<file path="src/rtl/pipe_pkg.sv">
// Shared definitions for the pipeline hazard controller: opcodes, register index width,
// decode record and scoreboard entry.
package pipe_pkg;

  localparam int RIDX_W = 2;

  localparam logic [3:0] OP_LOAD  = 4'b0000;
  localparam logic [3:0] OP_STOP  = 4'b0001;
  localparam logic [3:0] OP_STORE = 4'b0010;
  localparam logic [3:0] OP_BZ    = 4'b0101;
  localparam logic [3:0] OP_BNZ   = 4'b1001;
  localparam logic [3:0] OP_NOP   = 4'b1010;
  localparam logic [3:0] OP_BPZ   = 4'b1101;
  localparam logic [2:0] ORI_LO   = 3'b111;
  localparam logic [2:0] SHIFT_LO = 3'b011;

  typedef struct packed {
    logic              is_writer;
    logic              is_load;
    logic [RIDX_W-1:0] dest;
    logic [RIDX_W-1:0] src_a;
    logic [RIDX_W-1:0] src_b;
    logic              use_a;
    logic              use_b;
  } dec_t;

  typedef struct packed {
    logic              valid;
    logic [RIDX_W-1:0] dest;
    logic              is_load;
  } sb_entry_t;

endpackage

</file>
<file path="src/rtl/pipe_hazard_ctrl_if.sv">
// Bundle between the ID stage / pipeline register control and the hazard controller.
interface pipe_hazard_ctrl_if;
  // No valid/ready handshake: IDValid only qualifies IDInstr in the same cycle; the
  // controller answers combinationally and the IF/ID register holds while Stall=1.
  logic [7:0]  IDInstr;
  logic        IDValid;
  logic        BrTaken;
  logic        Stall;
  logic        Bubble;
  logic        Flush;
  logic [1:0]  FwdSelA;
  logic [1:0]  FwdSelB;
  logic [15:0] StallCnt;

  modport master (
    output IDInstr, IDValid, BrTaken,
    input  Stall, Bubble, Flush, FwdSelA, FwdSelB, StallCnt
  );

  modport slave (
    input  IDInstr, IDValid, BrTaken,
    output Stall, Bubble, Flush, FwdSelA, FwdSelB, StallCnt
  );
endinterface

</file>
<file path="src/rtl/instr_decode_regs.sv">
// Combinational register-usage decode of one 8-bit instruction: writer/load flags,
// destination and source registers.
module instr_decode_regs
  import pipe_pkg::*;
(
  input  logic [7:0] instr,
  output dec_t       dec
);

  logic [3:0] op;
  logic       is_ori;
  logic       is_shift;
  logic       no_src;

  assign op = instr[3:0];

  always_comb begin
    is_ori   = (op[2:0] == ORI_LO);
    is_shift = (op[2:0] == SHIFT_LO);
    no_src   = (op == OP_STOP) || (op == OP_NOP) || (op == OP_BZ) ||
               (op == OP_BNZ) || (op == OP_BPZ);

    dec           = '0;
    dec.is_writer = !no_src && (op != OP_STORE);
    dec.is_load   = (op == OP_LOAD);
    // ori carries an immediate in [7:3], so it implicitly reads and writes R1
    dec.dest      = is_ori ? RIDX_W'(1) : instr[7:6];
    dec.src_a     = is_ori ? RIDX_W'(1) : instr[7:6];
    dec.src_b     = instr[5:4];
    dec.use_a     = !no_src;
    dec.use_b     = !no_src && !is_ori && !is_shift;
  end

endmodule

</file>
<file path="src/rtl/pipe_hazard_ctrl.sv">
// Scoreboard hazard controller for the IF/ID/RR/EX/WB pipeline; entry 0 is RR.
// Optional operand forwarding is enabled by defining PIPE_HAZARD_FWD_EN.
module pipe_hazard_ctrl
  import pipe_pkg::*;
#(
  parameter int DEPTH = 3
) (
  input logic               clock,
  input logic               reset,
  pipe_hazard_ctrl_if.slave ctl
);

  dec_t             id_dec;
  sb_entry_t        sb [DEPTH];
  logic [DEPTH-2:0] match_a;
  logic [DEPTH-2:0] match_b;
  logic             hazard;
  logic             stall;
  logic             flush;
  logic [1:0]       fwd_a;
  logic [1:0]       fwd_b;
  logic [15:0]      stall_cnt;

  instr_decode_regs u_dec (
    .instr (ctl.IDInstr),
    .dec   (id_dec)
  );

  // The WB entry is never compared: the RF writes in the first half and reads in the second.
  always_comb begin
    for (int k = 0; k < DEPTH-1; k++) begin
      match_a[k] = !reset && ctl.IDValid && sb[k].valid && id_dec.use_a &&
                   (sb[k].dest == id_dec.src_a);
      match_b[k] = !reset && ctl.IDValid && sb[k].valid && id_dec.use_b &&
                   (sb[k].dest == id_dec.src_b);
    end
  end

`ifdef PIPE_HAZARD_FWD_EN
  always_comb begin
    hazard = (match_a[0] || match_b[0]) && sb[0].is_load;
  end
`else
  always_comb begin
    hazard = (|match_a) || (|match_b);
  end
`endif

  assign flush = !reset && ctl.BrTaken;
  assign stall = hazard && !ctl.BrTaken;

`ifdef PIPE_HAZARD_FWD_EN
  // Youngest producer wins: a match in RR will be in EX when the consumer reaches RR.
  always_comb begin
    fwd_a = 2'd0;
    fwd_b = 2'd0;
    if (match_a[DEPTH-2]) fwd_a = 2'd2;
    if (match_a[0])       fwd_a = 2'd1;
    if (match_b[DEPTH-2]) fwd_b = 2'd2;
    if (match_b[0])       fwd_b = 2'd1;
    if (stall || flush) begin
      fwd_a = 2'd0;
      fwd_b = 2'd0;
    end
  end
`else
  always_comb begin
    fwd_a = 2'd0;
    fwd_b = 2'd0;
  end
`endif

  always_ff @(posedge clock) begin
    if (reset) begin
      for (int k = 0; k < DEPTH; k++) sb[k] <= '0;
      stall_cnt <= '0;
    end else begin
      sb[0].valid   <= ctl.IDValid && !stall && !ctl.BrTaken && id_dec.is_writer;
      sb[0].dest    <= id_dec.dest;
      sb[0].is_load <= id_dec.is_load;
      sb[1]         <= sb[0];
      // The RR occupant is younger than the taken branch and is squashed with it
      if (ctl.BrTaken) sb[1].valid <= 1'b0;
      for (int k = 2; k < DEPTH; k++) sb[k] <= sb[k-1];
      if (stall && (stall_cnt != 16'hFFFF)) stall_cnt <= stall_cnt + 16'd1;
    end
  end

  assign ctl.Stall    = stall;
  assign ctl.Bubble   = stall;
  assign ctl.Flush    = flush;
  assign ctl.FwdSelA  = fwd_a;
  assign ctl.FwdSelB  = fwd_b;
  assign ctl.StallCnt = stall_cnt;

endmodule

</file>
<file path="src/flat_wrapper.sv">
// flat-port wrapper written by rule: the top's interface ports become plain ports
module pipe_hazard_ctrl_flat import pipe_pkg::*;
#(
  parameter int DEPTH = 3
)
  (clock, reset, ctl_IDInstr, ctl_IDValid, ctl_BrTaken, ctl_Stall, ctl_Bubble, ctl_Flush, ctl_FwdSelA, ctl_FwdSelB, ctl_StallCnt);
  pipe_hazard_ctrl_if ctl_i ();
  input logic clock;
  input logic reset;
  input wire logic [$bits(ctl_i.IDInstr)-1:0] ctl_IDInstr;
  input wire logic [$bits(ctl_i.IDValid)-1:0] ctl_IDValid;
  input wire logic [$bits(ctl_i.BrTaken)-1:0] ctl_BrTaken;
  output wire logic [$bits(ctl_i.Stall)-1:0] ctl_Stall;
  output wire logic [$bits(ctl_i.Bubble)-1:0] ctl_Bubble;
  output wire logic [$bits(ctl_i.Flush)-1:0] ctl_Flush;
  output wire logic [$bits(ctl_i.FwdSelA)-1:0] ctl_FwdSelA;
  output wire logic [$bits(ctl_i.FwdSelB)-1:0] ctl_FwdSelB;
  output wire logic [$bits(ctl_i.StallCnt)-1:0] ctl_StallCnt;
  assign ctl_i.IDInstr = ctl_IDInstr;
  assign ctl_i.IDValid = ctl_IDValid;
  assign ctl_i.BrTaken = ctl_BrTaken;
  assign ctl_Stall = ctl_i.Stall;
  assign ctl_Bubble = ctl_i.Bubble;
  assign ctl_Flush = ctl_i.Flush;
  assign ctl_FwdSelA = ctl_i.FwdSelA;
  assign ctl_FwdSelB = ctl_i.FwdSelB;
  assign ctl_StallCnt = ctl_i.StallCnt;
  pipe_hazard_ctrl #(.DEPTH(DEPTH)) u_core (.clock(clock), .reset(reset), .ctl(ctl_i));
endmodule
</file>
<file path="config.mk">
export PLATFORM = sky130hd
export DESIGN_NAME = pipe_hazard_ctrl_flat
export DESIGN_NICKNAME = d
export VERILOG_FILES = /design/src/rtl/pipe_pkg.sv /design/src/rtl/pipe_hazard_ctrl_if.sv /design/src/rtl/instr_decode_regs.sv /design/src/rtl/pipe_hazard_ctrl.sv /design/src/flat_wrapper.sv
export SDC_FILE = /design/constraint.sdc
export NUM_CORES = 1
export LEC_CHECK = 0
export BUFFER_PORTS_ARGS = -buffer_cell sky130_fd_sc_hd__buf_2
export CAP_MARGIN = 20
export CORE_MARGIN = 3
export CORE_UTILIZATION = 30
export CTS_CLUSTER_SIZE = 40
export DETAILED_ROUTE_END_ITERATION = 16
export PLACE_DENSITY = 0.5
export SETUP_SLACK_MARGIN = 0.2
export SLEW_MARGIN = 15
export SYNTH_ARGS = -nofsm -noshare
export SYNTH_HDL_FRONTEND = slang
export SYNTH_SLANG_ARGS = --single-unit
</file>
<file path="constraint.sdc">
create_clock -name clock -period 2.4 [get_ports clock]
set_input_delay 0.48 -clock clock [delete_from_list [all_inputs] [get_ports clock]]
set_output_delay 0.48 -clock clock [all_outputs]
set_load 0.005 [all_outputs]
</file>
# [Word-level counts from Yosys, hierarchy flattened]
# Memory sizes are Yosys's and may differ from the RTL's.
# Cells that the tools add are included.
[totals] ff_bits=16 mem_bits_rw=12 output_inout_bits=23 elab_cells=69 mem_count=1
[classes] addsub=1 n_eq_ne=13 mux=13 bitwise_logic=6 reduce_logical=34
[memory_table] name="u_core.sb" depth=3 word_bits=4 read_ports=2 rd_ports_with_merged_regs=0 write_ports=3 line="pipe_hazard_ctrl.sv:14" source="sb_entry_t sb [DEPTH];"
[op_table] op="logical AND 1 bit" n=20
[op_table] op="adder 16 x 1 -> 16 bit (second input constant)" n=1
[op_table] op="inequality test 16 bit (second input constant)" n=1
[op_table] op="== test 4 bit (second input constant)" n=3
[op_table] op="two-way mux 1 bit" n=9
[op_table] op="== test 2 bit" n=4
[op_table] op="two-way mux 4 bit" n=2
[op_table] op="logical NOT 1 bit" n=6
[op_table] op="OR 1 bit" n=6
[op_table] op="logical OR 1 bit" n=5
[op_table] op="== test 4 x 1 -> 1 bit (second input constant)" n=1
[op_table] op="== test 4 x 3 -> 1 bit (second input constant)" n=1
[op_table] op="logical NOT 4 bit" n=1
[op_table] op="two-way mux 2 bit" n=2
[op_table] op="inequality test 4 x 2 -> 1 bit (second input constant)" n=1
[op_table] op="OR reduction 2 bit" n=2
[op_table] op="== test 3 x 2 -> 1 bit (second input constant)" n=1
[op_table] op="== test 3 bit (second input constant)" n=1

# [Longest topological paths before layout]
# Gate-level depths: netlist of the first run.
[logic_depth] ltp_word=18 ltp_mapped=9 mapped_depth_nobuf=7

# [Hierarchy]
# Synthesis of the first run repeated with hierarchy kept, for this count alone.
[hier_totals] cells_unflattened=162 area_unflattened_um2=1428.9
[by_module_without_submodules] mod="pipe_hazard_ctrl" instances=1 cells_per_inst=148 area_per_inst_um2=1337.5 seq_area_each_um2=500.5
[by_module_without_submodules] mod="instr_decode_regs" instances=1 cells_per_inst=14 area_per_inst_um2=91.3 seq_area_each_um2=0.0

# [Least setup slack after synthesis of the first run]
# Ideal clock, no wire load.
[synth_timing] path_kind="input -> output" from="input ctl_IDInstr[4]" to="output ctl_Stall" arrival_time_ps=1511 required_ps=1920 slack_ps=409 cell_stages=5 path_buffers=1 path_cell_list="and2_1 -> o2111ai_1 -> a21oi_2 -> or3_1 -> buf_4"
[synth_via] elab_chain_len=5 elab_cells_between_ends=7
[synth_lines] item="start: declaration" line="flat_wrapper.sv:10" source="input wire logic [$bits(ctl_i.IDInstr)-1:0] ctl_IDInstr;"
[synth_lines] item="== test 2 bit" line="pipe_hazard_ctrl.sv:35" source="(sb[k].dest == id_dec.src_b);"
[synth_lines] item="logical AND 1 bit" line="pipe_hazard_ctrl.sv:34" source="match_b[k] = !reset && ctl.IDValid && sb[k].valid && id_dec.use_b &&"
[synth_lines] item="OR reduction 2 bit *" line="pipe_hazard_ctrl.sv:45" source="hazard = (|match_a) || (|match_b);"
[synth_lines] item="logical OR 1 bit *" line="pipe_hazard_ctrl.sv:45"
[synth_lines] item="logical AND 1 bit *" line="pipe_hazard_ctrl.sv:50" source="assign stall = hazard && !ctl.BrTaken;"
[synth_lines] item="end: declaration" line="flat_wrapper.sv:13" source="output wire logic [$bits(ctl_i.Stall)-1:0] ctl_Stall;"
# Mark *: on every way between the ends. The rest lies on a longest branch, timed or not.

# [Final worst setup path of the first run]
[layout_timing] from="input reset" to="output ctl_Stall"
[layout_via] elab_chain_len=8 elab_cells_between_ends=16
[layout_lines] item="start: declaration" line="flat_wrapper.sv:9" source="input logic reset;"
[layout_lines] item="logical NOT 1 bit *" line="pipe_hazard_ctrl.sv:32, pipe_hazard_ctrl.sv:34"
[layout_lines] item="logical AND 1 bit *" line="pipe_hazard_ctrl.sv:32, pipe_hazard_ctrl.sv:34"
[layout_lines] item="logical AND 1 bit" line="pipe_hazard_ctrl.sv:32, pipe_hazard_ctrl.sv:34"
[layout_lines] item="logical AND 1 bit (on tied branches) (2 in a row)" line="pipe_hazard_ctrl.sv:32, pipe_hazard_ctrl.sv:34"
[layout_lines] item="OR reduction 2 bit" line="pipe_hazard_ctrl.sv:45"
[layout_lines] item="logical OR 1 bit *" line="pipe_hazard_ctrl.sv:45"
[layout_lines] item="logical AND 1 bit *" line="pipe_hazard_ctrl.sv:50"
# Marks and branches as above.

==> results.json, run 1 <==
{
  "status": "completed",
  "synth_top_area_frac": 0.2483,
  "vias_per_cell": 4.974,
  "postPlaceCellArea_um2": 1491,
  "num-nets-final": 197,
  "drc": 0,
  "firstDrtPassIters": 4,
  "critPathTopFamily": "simple AND/OR/NAND/NOR gates",
  "hold_viol_final": 0,
  "critPathKind": "in -> out",
  "synth_flop_cell": "dfxtp_1",
  "placementRows": 23,
  "synth_cells": 145,
  "drive_gt1_frac": 0.2787,
  "ys_types": 40,
  "worst_ep_required_time_ps": 1920,
  "dpl.hpwl_um": 2120,
  "critPathBufInv": 2,
  "h-tree-depth": 1,
  "ios": 35,
  "clock-sinks": 22,
  "clockBufferDepth": 2,
  "critPathArrivalTime_ps": 1690,
  "layout_commonest_cell": "buf_2",
  "synth.yosys.seq_area_share": 0.3880,
  "slowest_stage": "nor4b_4",
  "crit_top_cell": "buf_2",
  "routed_wirelength_um": 2929,
  "cts_made_buffers": 3,
  "ys_ff_latch": 22,
  "hold_buffers": 0,
  "cp_cell_sequence": "buf_2, nor2_1, o2111ai_2, nor4b_4, or3_4, buf_2",
  "stdcell_count": 233,
  "grt_pass1_wl_um": 4747,
  "grt_pass1_vias": 1022,
  "clk_pin_slew_ps": 80,
  "yosys_warnings": 0,
  "diodes": 0,
  "setup_viol": 0,
  "gp_congestion": 0.7393,
  "fmax_ghz": 0.4602,
  "cts_tree": "built",
  "synth_area_leaders": "dfxtp_1 25%, edfxtp_1 14%, or3_1 6.3%, a21oi_1 5.0%, nand3_1 4.7%",
  "synth_edf_count": 6,
  "die_w_um": 71.58,
  "start_util": 0.3157,
  "grt_max_degree": 29,
  "setup_tns_ps": 0,
  "detail-route-antenna-nets": 0,
  "fin_crit_ps": 2173,
  "skew_ps": 1.421,
  "routedWlPerCell_um": 12.57,
  "overflow": 0,
  "dieArea_um2": 5123,
  "power_density_nw_per_um2": 453.4,
  "antenna_found_initial": 0,
  "startpoint_type": "input port",
  "min_path_type": "reg -> reg",
  "syn_to_final_growth_pct": 24.35,
  "syn_avg_cell_area_um2": 8.896,
  "die_h_um": 71.58,
  "crit_fanout": 4,
  "clk_latency_ps": 260,
  "critPathCaptureType": "output pin",
  "synthesis.area_um2": 1290,
  "cts_root_buffer": "clkbuf_8",
  "numPortBuffers": 30,
  "ir_drop_mv": 0.1894,
  "yosysTopAreaCell": "dfxtp_1",
  "vias": 1159,
  "design_area_um2": 1604,
  "leakage_nw": 0.6217,
  "grt_setup_unrepaired": "true",
  "cp_slowest_stage_delay_ps": 340,
  "post-place-cells": 227,
  "core-area_um2": 4086,
  "async_reset_ff_frac": 0,
  "drv_slew": 0,
  "maxCapViolCount": 0,
  "timing.final.crit_share": 0.9054,
  "grt_usage": 0.1166,
  "drt_iter0_markers": 26,
  "final_cell_mix": "30 x buf_2, 16 x dfxtp_1, 13 x a21oi_1"
}
-- synth_stat cells (2+ instances only) --
master,instances
inv_1,3
nand4_1,3
nor2b_1,3
a21oi_1,13
xor2_1,2
and2_1,4
conb_1,2
dfxtp_1,16
nand2_1,8
nand3_1,12
o2111ai_1,3
o21ai_1,11
or3_1,13
nor2_1,11
buf_4,6
xnor2_1,4
clkbuf_1,2
and4_1,2
edfxtp_1,6
-- state kept, by name (all words and copies together), names as in the netlist --
register / flops
u_core.ctl.StallCnt: 16
u_core.sb: 6
-- worst reg2reg max path, cell delays in order, from the launching register on --
cell	delay [ps]
edfxtp_1	460
nor2_1	230
o2111ai_4	150
a21oi_2	180
buf_4	140
o31ai_4	60
buf_4	220
or4_1	410
a21oi_1	150
-- routing by layer --
layer,wire length [um],part of all wire,track usage,vias to the layer above
met5,0,0,0,-
met4,38,0.013,0.04384,0
met3,143,0.049,0.02665,4
met2,1340,0.46,0.1684,24
met1,1407,0.48,0.1684,533
li1,-,-,-,598
-- cell type report --
type | instances | area [um2]
multi-input combinational | 119 | 797.0
fill | 439 | 2482
sequential | 22 | 500.5
clock buffer | 4 | 45.04
timing repair buffer | 35 | 187.7
inverter | 3 | 11.26
tap | 50 | 62.56
-- metrics by stage --
step | setup WS (ps) | power [mW] | hold WS (ps) | utilization
after floorplan | 409.4 | 0.4552 | 480.7 | -
after detailed placement | 86.23 | 0.4790 | 492.2 | 0.3650
after global routing | 118.8 | 0.7639 | 516.5 | 0.3925
after CTS | 211.8 | 0.7263 | 508.0 | 0.3824
after global placement | 146.3 | 0.4786 | 477.7 | 0.3650
final | 227.0 | 0.7272 | 502.7 | 0.3925
-- cells by family after synthesis --
| logic type | Yosys count | synth area share |
|---|---|---|
| compound gates | 36 | 0.1988 |
| xor+xnor | 6 | 0.04074 |
| fa+ha+maj | 1 | 0.009698 |
| buf+inv | 12 | 0.05819 |
| flops | 22 | 0.3880 |
| mux | 1 | 0.007760 |
| other cells | 2 | 0.005822 |
| simple gates | 65 | 0.2910 |
-- where the power goes --
part           internal, mW  leakage, nW  switching, mW
Sequential            0.389        0.189        0.00838
Clock                 0.119       0.0228          0.125
Combinational        0.0362        0.410         0.0503
-- final timing paths --
kind	startpoint	end	slack, ps	cells after the start
setup / recovery	reset	ctl_Stall	230	6
hold / removal	u_core.ctl.StallCnt[10]	u_core.ctl.StallCnt[10]	500	2
setup reg to reg	u_core.sb[0][1]	u_core.ctl.StallCnt[6]	310	8
hold reg to reg	u_core.ctl.StallCnt[10]	u_core.ctl.StallCnt[10]	500	2
-- timing repair --
action / 4_1_cts / 5_1_grt
setup endpoints to repair: 2 / 3
gates resized for setup: 2 / 6
pin swaps: 1 / 4
buffers inserted: 2 / 0
Power figures use the tool's default switching activity.
==> inputs of run 2 (changes only) <==
--- a/config.mk
+++ b/config.mk
@@ -11,9 +11,10 @@
 export CORE_UTILIZATION = 30
 export CTS_CLUSTER_SIZE = 40
 export DETAILED_ROUTE_END_ITERATION = 16
-export PLACE_DENSITY = 0.5
+export PLACE_DENSITY = 0.49
 export SETUP_SLACK_MARGIN = 0.2
 export SLEW_MARGIN = 15
 export SYNTH_ARGS = -nofsm -noshare
 export SYNTH_HDL_FRONTEND = slang
+export SYNTH_HIERARCHICAL = 1
 export SYNTH_SLANG_ARGS = --single-unit
==> run 2 against run 1 <==
  * Setup slack improved by 120 ps
  * Worst hold slack improved by 19 ps
  * Sequential share of layout area fell by 1.6 points
  * Register-to-register slack improved by 40 ps
  * Clock power fell by 2%
  * Wire length rose by 16%
  * Global-route usage rose by 0.98 points
  * Critical path depth rose by 4
  * Fmax rose by 5.7%
  * Final area rose by 5.5%
  * Non-clock buffer count fell by 2
  * Synthesized area rose by 10%
==> results.json, run 2 <==
{
  "routedWlPerCell_um": 14.02,
  "slew_headroom": 0.5895,
  "cts_root_buffer": "clkbuf_8",
  "numPortBuffers": 30,
  "critPathKind": "in -> reg",
  "largest_reg_flops": 16,
  "design_area_um2": 1692,
  "vias": 1258,
  "critPathArrivalTime_ps": 2200,
  "slowest_stage": "mux2_1",
  "post-place-cells": 236,
  "power_density_nw_per_um2": 427.5,
  "postPlaceCellArea_um2": 1583,
  "fin_util": 0.3781,
  "leakage_nw": 0.6603,
  "dpl.hpwl_um": 2379,
  "firstDrtPassIters": 4,
  "crit_fanout": 13,
  "fin_crit_ps": 2057,
  "grt_pass1_vias": 1183,
  "setup_viol": 0,
  "status": "completed",
  "clockBufferDepth": 2,
  "startpoint": "ctl_IDInstr[0]",
  "drt_iter0_markers": 48,
  "yosys_warnings": 6,
  "clk_latency_ps": 260,
  "timing.final.crit_share": 0.8570,
  "tightest_slew_ps": 615.7,
  "syn_avg_cell_area_um2": 8.836,
  "start_util": 0.3180,
  "dieArea_um2": 5604,
  "cp_cell_sequence": "buf_2, nand3_1, and2_4, xnor2_1, nand4_1, nand2_2, a21oi_4, buf_4, nor4_2, mux2_1",
  "fill_cells": 477,
  "antenna_found_initial": 0,
  "die_w_um": 74.86,
  "worst_slack_ps": 343.3,
  "clock-sinks": 22,
  "drive_gt1_frac": 0.3000,
  "diodes": 0,
  "cts_tree": "built",
  "routed_wirelength_um": 3393,
  "vias_per_cell": 5.198,
  "hold_buffers": 0,
  "ios": 35,
  "synth_cells": 161,
  "gp_congestion": 0.7526,
  "fmax_ghz": 0.4862,
  "cts_made_buffers": 3,
  "hold_ws_ps": 521.8,
  "syn_to_final_growth_pct": 18.91,
  "setup_tns_ps": 0,
  "grt_max_degree": 25,
  "skew_ps": 3.309,
  "synthesis.area_um2": 1423,
  "placementRows": 24,
  "r2r-start": "u_core/ctl.StallCnt[0]",
  "stdcell_count": 242,
  "pre_cts_ws_ps": -55.71,
  "grt_setup_unrepaired": "false",
  "drv_slew": 0,
  "critPathCaptureType": "register",
  "hold_viol_final": 0,
  "power_uw": 723.2,
  "layout_commonest_cell": "buf_2",
  "core-area_um2": 4474,
  "worst_ep_required_time_ps": 2550,
  "detail-route-antenna-nets": 0,
  "maxCapViolCount": 0,
  "clk_pin_slew_ps": 80,
  "final_cell_mix": "30 x buf_2, 16 x dfxtp_1, 12 x nor2_1",
  "grt_pass1_wl_um": 5451,
  "die_h_um": 74.86,
  "num-nets-final": 204,
  "drc": 0,
  "hp-start": "u_core/ctl.StallCnt[12]",
  "critPathTopFamily": "simple AND/OR/NAND/NOR gates",
  "startpoint_type": "input port",
  "critPathBufInv": 2,
  "cp_slowest_stage_delay_ps": 350,
  "h-tree-depth": 1,
  "overflow": 0,
  "min_path_type": "reg -> reg",
  "grt_usage": 0.1264,
  "ir_drop_mv": 0.2650
}
-- run 2: where the power goes --
part	internal (mW)	switching, mW
combinational	0.0361	0.0522
sequential	0.390	0.00693
clock	0.118	0.120
-- run 2: layout make-up --
class                   count  area, um2  area share
flip-flops and latches     22      500.5      0.2959
inverters                   6      22.52     0.01331
well taps                  52      65.06     0.03846
repair buffers             33      172.7      0.1021
clock buffers               4      45.04     0.02663
multi-input cells         125      885.9      0.5237
-- run 2: what timing repair did --
action,in CTS,in global routing
gates resized for setup,0,10
buffers inserted,1,0
hold endpoints to repair,0,0
endpoints found under the setup margin,2,8
cloned,1,0
-- run 2: worst paths after layout --
path,endpoint,slack [ps],cells past startpoint
hold / removal,u_core/ctl.StallCnt[12],520,1
setup reg to reg,u_core/ctl.StallCnt[11],350,6
hold reg to reg,u_core/ctl.StallCnt[12],520,1
setup / recovery,u_core/ctl.StallCnt[15],340,10
-- run 2: metal layers --
metal | GRT usage | wire [um] | part of all wire
met5 | 0 | 0 | 0
met3 | 0.03872 | 201 | 0.059
met2 | 0.2147 | 1624 | 0.48
met1 | 0.1508 | 1500 | 0.44
met4 | 0.04348 | 67 | 0.020
-- run 2: worst register-to-register path, cell delays in order, from the launching register on --
cell and delay, ps:
dfxtp_1 360, ha_1 240, nand3_2 140, nor3_1 100, or4_1 560, nor3_1 190, mux2_2 350
